### src/rtl/mdu_hilo_pkg.sv
// Shared definitions for the HI/LO multiply/divide unit: op codes,
// FSM state encoding and the default datapath width.
package mdu_pkg;

  localparam int MDU_WIDTH = 32;

  localparam logic [2:0] MDU_MULT  = 3'd0;
  localparam logic [2:0] MDU_MULTU = 3'd1;
  localparam logic [2:0] MDU_DIV   = 3'd2;
  localparam logic [2:0] MDU_DIVU  = 3'd3;
  localparam logic [2:0] MDU_MTHI  = 3'd4;
  localparam logic [2:0] MDU_MTLO  = 3'd5;

  typedef enum logic [1:0] {
    S_IDLE   = 2'd0,
    S_RUN    = 2'd1,
    S_FINISH = 2'd2
  } state_t;

endpackage

### src/rtl/mdu_hilo_step.sv
// One iteration of the shared datapath: a shift-add multiply step or a
// restoring-division step on the 2*WIDTH accumulator.
module mdu_step #(
  parameter int WIDTH = 32
) (
  input  logic               is_div,
  input  logic [2*WIDTH-1:0] acc,
  input  logic [WIDTH-1:0]   opd,
  output logic [2*WIDTH-1:0] acc_next,
  output logic               qbit
);

  logic [WIDTH:0] sum_s;
  logic [WIDTH:0] trial_s;

  // Multiply keeps the carry in the top bit before shifting right; divide
  // trials a subtract on the shifted remainder, borrow means quotient bit 0.
  always_comb begin
    sum_s    = {1'b0, acc[2*WIDTH-1:WIDTH]} + (acc[0] ? {1'b0, opd} : {(WIDTH+1){1'b0}});
    trial_s  = acc[2*WIDTH-1:WIDTH-1] - {1'b0, opd};
    qbit     = 1'b0;
    acc_next = acc;
    if (is_div) begin
      qbit = ~trial_s[WIDTH];
      if (qbit) begin
        acc_next = {trial_s[WIDTH-1:0], acc[WIDTH-2:0], 1'b0};
      end else begin
        acc_next = {acc[2*WIDTH-2:0], 1'b0};
      end
    end else begin
      acc_next = {sum_s, acc[WIDTH-1:1]};
    end
  end

endmodule

### src/rtl/mdu_hilo.sv
// Iterative multiply/divide unit holding the architectural HI/LO registers.
// Operands are reduced to magnitudes up front; signs are restored in FINISH.
module mdu_hilo
  import mdu_pkg::*;
#(
  parameter int WIDTH = MDU_WIDTH,
  parameter int CNT_W = 6
) (
  input  logic             clk,
  input  logic             reset,
  input  logic             start,
  input  logic [2:0]       op,
  input  logic [WIDTH-1:0] a,
  input  logic [WIDTH-1:0] b,
  output logic             busy,
  output logic             done,
  output logic [WIDTH-1:0] hi,
  output logic [WIDTH-1:0] lo
);

  state_t             state_r, state_n;
  logic [CNT_W-1:0]   cnt_r;
  logic [2*WIDTH-1:0] acc_r;
  logic [WIDTH-1:0]   opd_r;
  logic [WIDTH-1:0]   a_orig_r;
  logic               is_div_r;
  logic               neg_res_r;
  logic               neg_rem_r;
  logic               bzero_r;
  logic               busy_r;
  logic               done_r;
  logic [WIDTH-1:0]   hi_r;
  logic [WIDTH-1:0]   lo_r;

  logic               accept_s;
  logic               muldiv_s;
  logic               signed_s;
  logic [2*WIDTH-1:0] step_next_s;
  logic               step_q_s;
  logic [2*WIDTH-1:0] prod_s;
  logic [WIDTH-1:0]   quo_s;
  logic [WIDTH-1:0]   rem_s;
  logic [WIDTH-1:0]   res_hi_s;
  logic [WIDTH-1:0]   res_lo_s;

  function automatic logic [WIDTH-1:0] mag(input logic [WIDTH-1:0] v, input logic sgn);
    if (sgn && v[WIDTH-1]) begin
      return ~v + WIDTH'(1);
    end else begin
      return v;
    end
  endfunction

  assign accept_s = start && (state_r == S_IDLE) && !busy_r;
  assign muldiv_s = (op == MDU_MULT) || (op == MDU_MULTU) || (op == MDU_DIV) || (op == MDU_DIVU);
  assign signed_s = (op == MDU_MULT) || (op == MDU_DIV);

  mdu_step #(.WIDTH(WIDTH)) u_step (
    .is_div   (is_div_r),
    .acc      (acc_r),
    .opd      (opd_r),
    .acc_next (step_next_s),
    .qbit     (step_q_s)
  );

  // Next-state logic
  always_comb begin
    state_n = state_r;
    case (state_r)
      S_IDLE: begin
        if (accept_s && muldiv_s) begin
          state_n = S_RUN;
        end else begin
          state_n = S_IDLE;
        end
      end
      S_RUN: begin
        if (cnt_r == CNT_W'(WIDTH - 1)) begin
          state_n = S_FINISH;
        end else begin
          state_n = S_RUN;
        end
      end
      S_FINISH: state_n = S_IDLE;
      default:  state_n = S_IDLE;
    endcase
  end

  // Sign restoration and HI/LO mapping of the finished accumulator
  always_comb begin
    prod_s   = neg_res_r ? (~acc_r + (2*WIDTH)'(1)) : acc_r;
    quo_s    = neg_res_r ? (~acc_r[WIDTH-1:0] + WIDTH'(1)) : acc_r[WIDTH-1:0];
    rem_s    = neg_rem_r ? (~acc_r[2*WIDTH-1:WIDTH] + WIDTH'(1)) : acc_r[2*WIDTH-1:WIDTH];
    res_hi_s = prod_s[2*WIDTH-1:WIDTH];
    res_lo_s = prod_s[WIDTH-1:0];
    if (is_div_r) begin
      if (bzero_r) begin
        res_hi_s = a_orig_r;
        res_lo_s = {WIDTH{1'b1}};
      end else begin
        res_hi_s = rem_s;
        res_lo_s = quo_s;
      end
    end else begin
      res_hi_s = prod_s[2*WIDTH-1:WIDTH];
      res_lo_s = prod_s[WIDTH-1:0];
    end
  end

  // State register, operand latch, iteration and HI/LO update
  always_ff @(posedge clk) begin
    if (reset) begin
      state_r   <= S_IDLE;
      cnt_r     <= '0;
      acc_r     <= '0;
      opd_r     <= '0;
      a_orig_r  <= '0;
      is_div_r  <= 1'b0;
      neg_res_r <= 1'b0;
      neg_rem_r <= 1'b0;
      bzero_r   <= 1'b0;
      busy_r    <= 1'b0;
      done_r    <= 1'b0;
      hi_r      <= '0;
      lo_r      <= '0;
    end else begin
      state_r <= state_n;
      done_r  <= 1'b0;
      case (state_r)
        S_IDLE: begin
          if (accept_s) begin
            case (op)
              MDU_MTHI: hi_r <= a;
              MDU_MTLO: lo_r <= a;
              MDU_MULT, MDU_MULTU, MDU_DIV, MDU_DIVU: begin
                is_div_r  <= op[1];
                neg_res_r <= signed_s && (a[WIDTH-1] ^ b[WIDTH-1]);
                neg_rem_r <= signed_s && a[WIDTH-1];
                bzero_r   <= (b == '0);
                a_orig_r  <= a;
                cnt_r     <= '0;
                busy_r    <= 1'b1;
                // Multiply shifts the multiplier out of the low half; divide
                // shifts the dividend out of the low half into the remainder.
                if (op[1]) begin
                  acc_r <= {{WIDTH{1'b0}}, mag(a, signed_s)};
                  opd_r <= mag(b, signed_s);
                end else begin
                  acc_r <= {{WIDTH{1'b0}}, mag(b, signed_s)};
                  opd_r <= mag(a, signed_s);
                end
              end
              default: ;
            endcase
          end else begin
            busy_r <= 1'b0;
          end
        end
        S_RUN: begin
          acc_r <= step_next_s | {{(2*WIDTH-1){1'b0}}, step_q_s};
          cnt_r <= cnt_r + CNT_W'(1);
        end
        S_FINISH: begin
          hi_r   <= res_hi_s;
          lo_r   <= res_lo_s;
          done_r <= 1'b1;
        end
        default: ;
      endcase
    end
  end

  assign busy = busy_r;
  assign done = done_r;
  assign hi   = hi_r;
  assign lo   = lo_r;

endmodule

### config.mk
export PLATFORM = sky130hd
export DESIGN_NAME = mdu_hilo
export DESIGN_NICKNAME = d
export VERILOG_FILES = /design/src/rtl/mdu_hilo_pkg.sv /design/src/rtl/mdu_hilo_step.sv /design/src/rtl/mdu_hilo.sv
export SDC_FILE = /design/constraint.sdc
export NUM_CORES = 1
export LEC_CHECK = 0
export ABC_AREA = 1
export CORE_AREA = 3 3 271 193
export DETAILED_ROUTE_END_ITERATION = 8
export DIE_AREA = 0 0 274 196
export MAX_ROUTING_LAYER = met4
export SLEW_MARGIN = 25
export SYNTH_ARGS = -nofsm -noshare
export SYNTH_HDL_FRONTEND = slang
export SYNTH_SLANG_ARGS = --single-unit
### constraint.sdc
create_clock -name clk -period 7.45 [get_ports clk]
set_input_delay 1.49 -clock clk [delete_from_list [all_inputs] [get_ports clk]]
set_output_delay 1.49 -clock clk [all_outputs]
set_load 0.01 [all_outputs]
==> flow_summary.json, run 1 <==
{
  "outcome": "finished clean",
  "yosys.cell_types.count": 53,
  "synth_commonest_cells": "nand2_1, inv_1, nor2_1",
  "synth_top_area_share_pct": 20.7,
  "area_growth_syn_to_layout_pct": 13.6,
  "worstPathRequired_ns": 7.86,
  "ys_warn_count": 0,
  "ys_seq_area_share_pct": 20.7,
  "async_reset_ff_share_pct": 0,
  "hold_path.class": "register to register",
  "worst_pin_slew_ns": 1.04,
  "synth_fp_nets": 3697,
  "comb_power_share_pct": 36.2,
  "post_cts_buffers": 0,
  "endpoint_kind": "register",
  "p_leak_nw": 11.0,
  "layout-drive-gt1-share_pct": 4.81,
  "min_path_cells": 1,
  "cp.arrival_ns": 4.10,
  "switching_share_pct": 41.1,
  "p_seq_share_pct": 30.8,
  "internal_power_w": 0.00239,
  "hold_buffers": 0,
  "antenna_found_initial": 3,
  "postPlaceCellArea_um2": 21700,
  "cts.clk_slew.worst_paths_ns": 0.06,
  "ys_ff_latch": 206,
  "synth_most_common_cell": "nand2_1",
  "die-area_um2": 53700,
  "initialDrtViolationCount": 3489,
  "hold_viol": 0,
  "fin_nets": 3746,
  "fp-row-count": 68,
  "track_usage_pct": 38.0,
  "cp_max_fo": 22,
  "syn_area_per_cell_um2": 5.59,
  "num_vias": 24483,
  "pre_cts_ws_ns": 3.32,
  "synth_area_leaders": "dfxtp_1, nand2_1, inv_1",
  "finalWorstSetupSlack_ns": 3.76,
  "final.period_utilization_pct": 49.5,
  "viasPerCell": 5.71,
  "dpl.hpwl_um": 83700,
  "cts_tree": "done",
  "fin_tns_setup_ns": 0,
  "regToRegSetupSlack_ns": 3.76,
  "numPortBuffers": 135,
  "clock-skew-final_ns": 0.0231,
  "clock_sinks": 206,
  "final_area_um2": 22600,
  "rr_startpoint": "acc_r[0]$_SDFFE_PP0P_",
  "grt-ovfl-total": 0,
  "dp_cells": 4245,
  "nFillCells": 5575,
  "reg2reg_depth": 16,
  "fin_crit_ns": 3.69,
  "grt_max_degree": 84,
  "detail-route-antenna-nets": 0,
  "synth_edf_count": 0,
  "grt_setup_unrepaired": "false",
  "start_kind": "register",
  "synth_area_leader_cell": "dfxtp_1",
  "drt_wl_total_um": 103000,
  "ir_drop_mv": 0.173,
  "slew_headroom_pct": 30.1,
  "max-cap-violations": 0,
  "grt_pass1_wl_um": 147000,
  "firstDrtPassIters": 8,
  "grt_pass1_vias": 21389,
  "syn_inst": 3556,
  "cts_buffers": 23,
  "max_freq_mhz": 271,
  "core-area_um2": 49500,
  "cts_resized": 0,
  "power_density_nw_per_um2": 180,
  "ys.flop_type": "dfxtp_1",
  "stdcell_count": 4289,
  "clk_latency_ns": 0.56,
  "r2r_end": "acc_r[59]$_SDFFE_PP0P_",
  "setup_violations": 0,
  "drcViolationCount": 0,
  "start_util_pct": 40.2,
  "slew_viol_final": 0,
  "gp_congestion": 1.07,
  "path_class": "register to register",
  "syn-cell-area_um2": 19900,
  "cts_root_buf": "clkbuf_16",
  "hp-start": "cnt_r[3]$_SDFFE_PP0P_",
  "wl_per_cell_um": 24.0,
  "power_frac_clock_pct": 33.0,
  "die_height_um": 196,
  "holdPathEnd": "cnt_r[4]$_SDFFE_PP0P_",
  "p_switching_w": 0.00167,
  "htreeDepth": 1,
  "io_pins": 136,
  "fp.dieW_um": 274,
  "clockBufferDepth": 3
}
-- sequential cells by signal, indices dropped and copies added, names as in the netlist --
signal and flops:
a_orig_r 32, acc_r 64, busy 1, bzero_r 1
cnt_r 6, done 1, hi 32, is_div_r 1
lo 32, neg_rem_r 1, neg_res_r 1, opd_r 32
state_r 2
-- area by class of cell --
| type | instances | area, um^2 | area share (%) |
|---|---|---|---|
| Multi-Input combinational cell | 2701 | 13300 | 58.7 |
| Sequential cell | 206 | 4130 | 18.3 |
| Inverter | 498 | 1870 | 8.29 |
| Timing Repair Buffer | 175 | 1650 | 7.29 |
| Tap cell | 665 | 832 | 3.68 |
| Clock buffer | 32 | 649 | 2.87 |
| Clock inverter | 9 | 208 | 0.919 |
| Antenna cell | 3 | 7.51 | 0.0332 |
-- layer usage --
layer | routed length, um | part of all wire, % | track usage [%] | vias to the layer above
met5 | 0 | 0 | - | -
met4 | 2230 | 2.2 | 6.52 | 0
met3 | 15500 | 15 | 14.6 | 130
met2 | 37400 | 36 | 47.6 | 1457
met1 | 47900 | 46 | 56.5 | 11289
li1 | - | - | - | 11607
-- cell families (layout without fill, tap and decap cells) --
| family | after synthesis | in the layout | share of synthesized area [%] |
|---|---|---|---|
| other | 0 | 3 | 0 |
| buffers and inverters | 649 | 714 | 12.7 |
| xor gates and xnor gates | 74 | 74 | 3.26 |
| DFF | 206 | 206 | 20.7 |
| and+or+nand+nor | 1820 | 1820 | 38.3 |
| adders and majority gates | 71 | 71 | 4.54 |
| AOI/OAI and AO/OA | 736 | 736 | 20.5 |
-- per-stage QoR --
stage / hold WS (ns) / util (%) / power (W)
detailed placement: 0.469 / 43.9 / 0.00268
global route: 0.495 / 45.6 / 0.00422
floorplan: 0.435 / - / 0.00215
finish: 0.480 / 45.6 / 0.00407
CTS: 0.482 / 45.6 / 0.00400
global placement: 0.467 / 43.9 / 0.00269
-- critical path: stages, from the launching register on --
cell and delay [ns]:
dfxtp_1 0.69, buf_4 0.41, nand2_1 0.10, inv_1 0.19, ha_1 0.33, nand2_1 0.20
nor2_1 0.09, inv_1 0.09, nor2_1 0.06, nand2_1 0.06, nand3_1 0.26, nand3b_1 0.24
nand2_1 0.07, nand2_1 0.06, nand3_1 0.33, nand3_1 0.27, a21oi_1 0.09
-- placed cells by master (no fill, tap or decap), types with 11 or more instances in the layout --
cell type and count:
nand2_2 21, nand3_1 280, a31oi_1 22, nand2_1 960, buf_4 40, dfxtp_1 204
o21ai_0 307, nor3_1 44, inv_2 12, inv_1 482, xnor2_1 15, nor2_2 12
a21oi_2 17, xor2_1 59, o22ai_1 26, nand3b_1 12, o211ai_1 46, clkbuf_16 23
or2_2 11, a21oi_1 254, o21ai_1 14, nand4_1 36, nor2_1 412, ha_1 69
clkdlybuf4s50_1 134
-- how the worst max path moves through the flow --
stage	start	end	slack [ns]	cells past startpoint
global placement	a[0]	opd_r[12]$_SDFFE_PP0P_	3.35	12
floorplan	a[1]	opd_r[18]$_SDFFE_PP0P_	4.48	11
CTS	a[0]	opd_r[12]$_SDFFE_PP0P_	3.87	12
finish	acc_r[0]$_SDFFE_PP0P_	acc_r[59]$_SDFFE_PP0P_	3.76	16
detailed placement	a[0]	opd_r[12]$_SDFFE_PP0P_	3.32	12
global route	acc_r[0]$_SDFFE_PP0P_	acc_r[59]$_SDFFE_PP0P_	3.59	15
-- power by group through the flow --
stage	Clock, W	Combinational (W)	Sequential [W]
floorplan	0	0.000920	0.00123
global placement	0	0.00142	0.00127
detailed placement	0	0.00141	0.00127
CTS	0.00134	0.00141	0.00125
global route	0.00139	0.00158	0.00126
finish	0.00134	0.00147	0.00125
(Power assumes the default switching activity.)
==> run 2: changes to the inputs <==
- clock period: 7.45 -> 3.4 ns (I/O delays scaled with it)
==> run 2 against run 1 <==
Compared with the run above: setup slack worse by 3.5 ns; cell count is 1.4% higher; die area stayed put; first-iteration DRC count is 4.9% higher; combinational power is 130% higher.
==> flow_summary.json, run 2 (synthesis gave the netlist of run 1 again) <==
{
  "die_height_um": 196,
  "fp-row-count": 68,
  "max_stage_delay_ns": 0.54,
  "num_vias": 24737,
  "largest_reg_flops": 64,
  "firstDrtPassIters": 6,
  "power.total_w": 0.00938,
  "cp.arrival_ns": 3.55,
  "cts.clk_slew.worst_paths_ns": 0.08,
  "path_class": "register to register",
  "min_path_cells": 2,
  "clk_latency_ns": 0.57,
  "hold_path.class": "register to register",
  "path_common_cell": "nand2_1",
  "holdPathEnd": "a_orig_r[18]$_SDFFE_PP0P_",
  "numPortBuffers": 135,
  "endpoint_kind": "register",
  "io_pins": 136,
  "crit_chain": "inv_1, ha_1, nand2_1, inv_1, nand2_1, nand2_1, a21oi_1, nand2_2, nand2_2, nand3_1, nand2_4, buf_12, o21ai_0, a31oi_1",
  "hp-start": "a_orig_r[18]$_SDFFE_PP0P_",
  "worstPathRequired_ns": 3.83,
  "fin_nets": 3806,
  "grt_pass1_wl_um": 148000,
  "post_cts_buffers": 0,
  "p_leak_nw": 11.3,
  "slew_viol_final": 0,
  "worst_pin_slew_ns": 1.10,
  "critPathSlowestCell": "dfxtp_1",
  "max-cap-violations": 0,
  "antenna_found_initial": 3,
  "wl_per_cell_um": 23.6,
  "clock-skew-final_ns": 0.0168,
  "gp_congestion": 1.11,
  "max_freq_mhz": 321,
  "track_usage_pct": 38.0,
  "clock_sinks": 206,
  "cts_root_buf": "clkbuf_16",
  "largest_register": "acc_r",
  "dpl.hpwl_um": 83000,
  "mostFrequentLayoutCells": "nand2_1, inv_1, nor2_1",
  "viasPerCell": 5.69,
  "layout-drive-gt1-share_pct": 6.46,
  "final_common_cell": "nand2_1",
  "grt-ovfl-total": 0,
  "drt_wl_total_um": 103000,
  "fin_crit_ns": 3.12,
  "hold_buffers": 0,
  "rr_startpoint": "opd_r[14]$_SDFFE_PP0P_",
  "setup_violations": 0,
  "cts_buffers": 25,
  "grt_setup_unrepaired": "false",
  "start_kind": "register",
  "hold_viol": 0,
  "slew_headroom_pct": 26.6,
  "r2r_end": "acc_r[0]$_SDFFE_PP0P_",
  "regToRegSetupSlack_ns": 0.28,
  "power_density_nw_per_um2": 404,
  "reg2reg_depth": 14,
  "grt_max_degree": 126,
  "cp_max_fo": 15,
  "htreeDepth": 1,
  "cts_tree": "done",
  "fin_tns_setup_ns": 0,
  "start_util_pct": 40.2,
  "core-area_um2": 49500,
  "grt_pass1_vias": 21843,
  "area_growth_syn_to_layout_pct": 16.7,
  "die-area_um2": 53700,
  "path_buf_inv": 3,
  "initialDrtViolationCount": 3661,
  "fp.dieW_um": 274,
  "detail-route-antenna-nets": 0,
  "clockBufferDepth": 3,
  "cpLargestDelayFamily": "simple AND/OR/NAND/NOR gates",
  "drcViolationCount": 0,
  "cts_resized": 0,
  "final.period_utilization_pct": 91.6,
  "outcome": "finished clean",
  "ir_drop_mv": 0.309
}
run 2: cell types whose count changed in the layout (fill, tap and decap cells not counted), sizes merged:
cell / delta
buf: +58
bufinv: +1
clkinv: +2
diode: -1
clkbuf: +1
clkinvlp: +1
run 2: cell type report:
cell class	instances	area, um^2
clock inverters	13	259
flip-flops and latches	206	4130
multi-input cells	2701	13300
well taps	665	832
fillers	5513	26300
clock buffers	33	716
inverters	498	1870
diodes	2	5.00
repair buffers	233	2140
run 2: routing by layer:
layer / track usage, % / wire length (um)
met1: 55.4 / 46000
met2: 48.4 / 38200
met3: 15.1 / 16400
met4: 7.09 / 2300
met5: - / 0
run 2: how the worst max path moves through the flow:
stage | start | endpoint | slack (ns) | cells after the start
after floorplan | acc_r[0]$_SDFFE_PP0P_ | acc_r[54]$_SDFFE_PP0P_ | 1.01 | 19
after global placement | b[2] | opd_r[23]$_SDFFE_PP0P_ | 0.35 | 13
after detailed placement | a[0] | opd_r[18]$_SDFFE_PP0P_ | 0.34 | 12
after CTS | opd_r[14]$_SDFFE_PP0P_ | acc_r[0]$_SDFFE_PP0P_ | 0.47 | 14
after global routing | acc_r[0]$_SDFFE_PP0P_ | acc_r[62]$_SDFFE_PP0P_ | 0.22 | 18
final | opd_r[14]$_SDFFE_PP0P_ | acc_r[0]$_SDFFE_PP0P_ | 0.28 | 14
run 2: metrics by stage:
stage,hold slack [ns],instances,instance area [um^2],util (%),worst slack (ns)
2_1_floorplan,0.435,3556,19900,-,1.01
3_3_place_gp,0.465,4303,22200,44.9,0.352
3_5_place_dp,0.470,4303,22200,44.9,0.336
4_1_cts,0.477,4349,23200,46.9,0.474
5_1_grt,0.498,4351,23200,46.9,0.225
6_report,0.475,4351,23200,46.9,0.284
run 2: report_power, final:
part / switching (W) / internal [W] / leakage (nW)
Clock: 0.00128 / 0.00202 / 0.471
Sequential: 0.000193 / 0.00255 / 1.68
Combinational: 0.00234 / 0.000992 / 9.19
run 2: worst reg2reg max path: stages, from the launching register on:
cell     delay, ns
dfxtp_1       0.54
inv_1         0.26
ha_1          0.40
nand2_1       0.18
inv_1         0.06
nand2_1       0.06
nand2_1       0.07
a21oi_1       0.16
nand2_2       0.12
nand2_2       0.10
nand3_1       0.16
nand2_4       0.23
buf_12        0.20
o21ai_0       0.10
a31oi_1       0.34
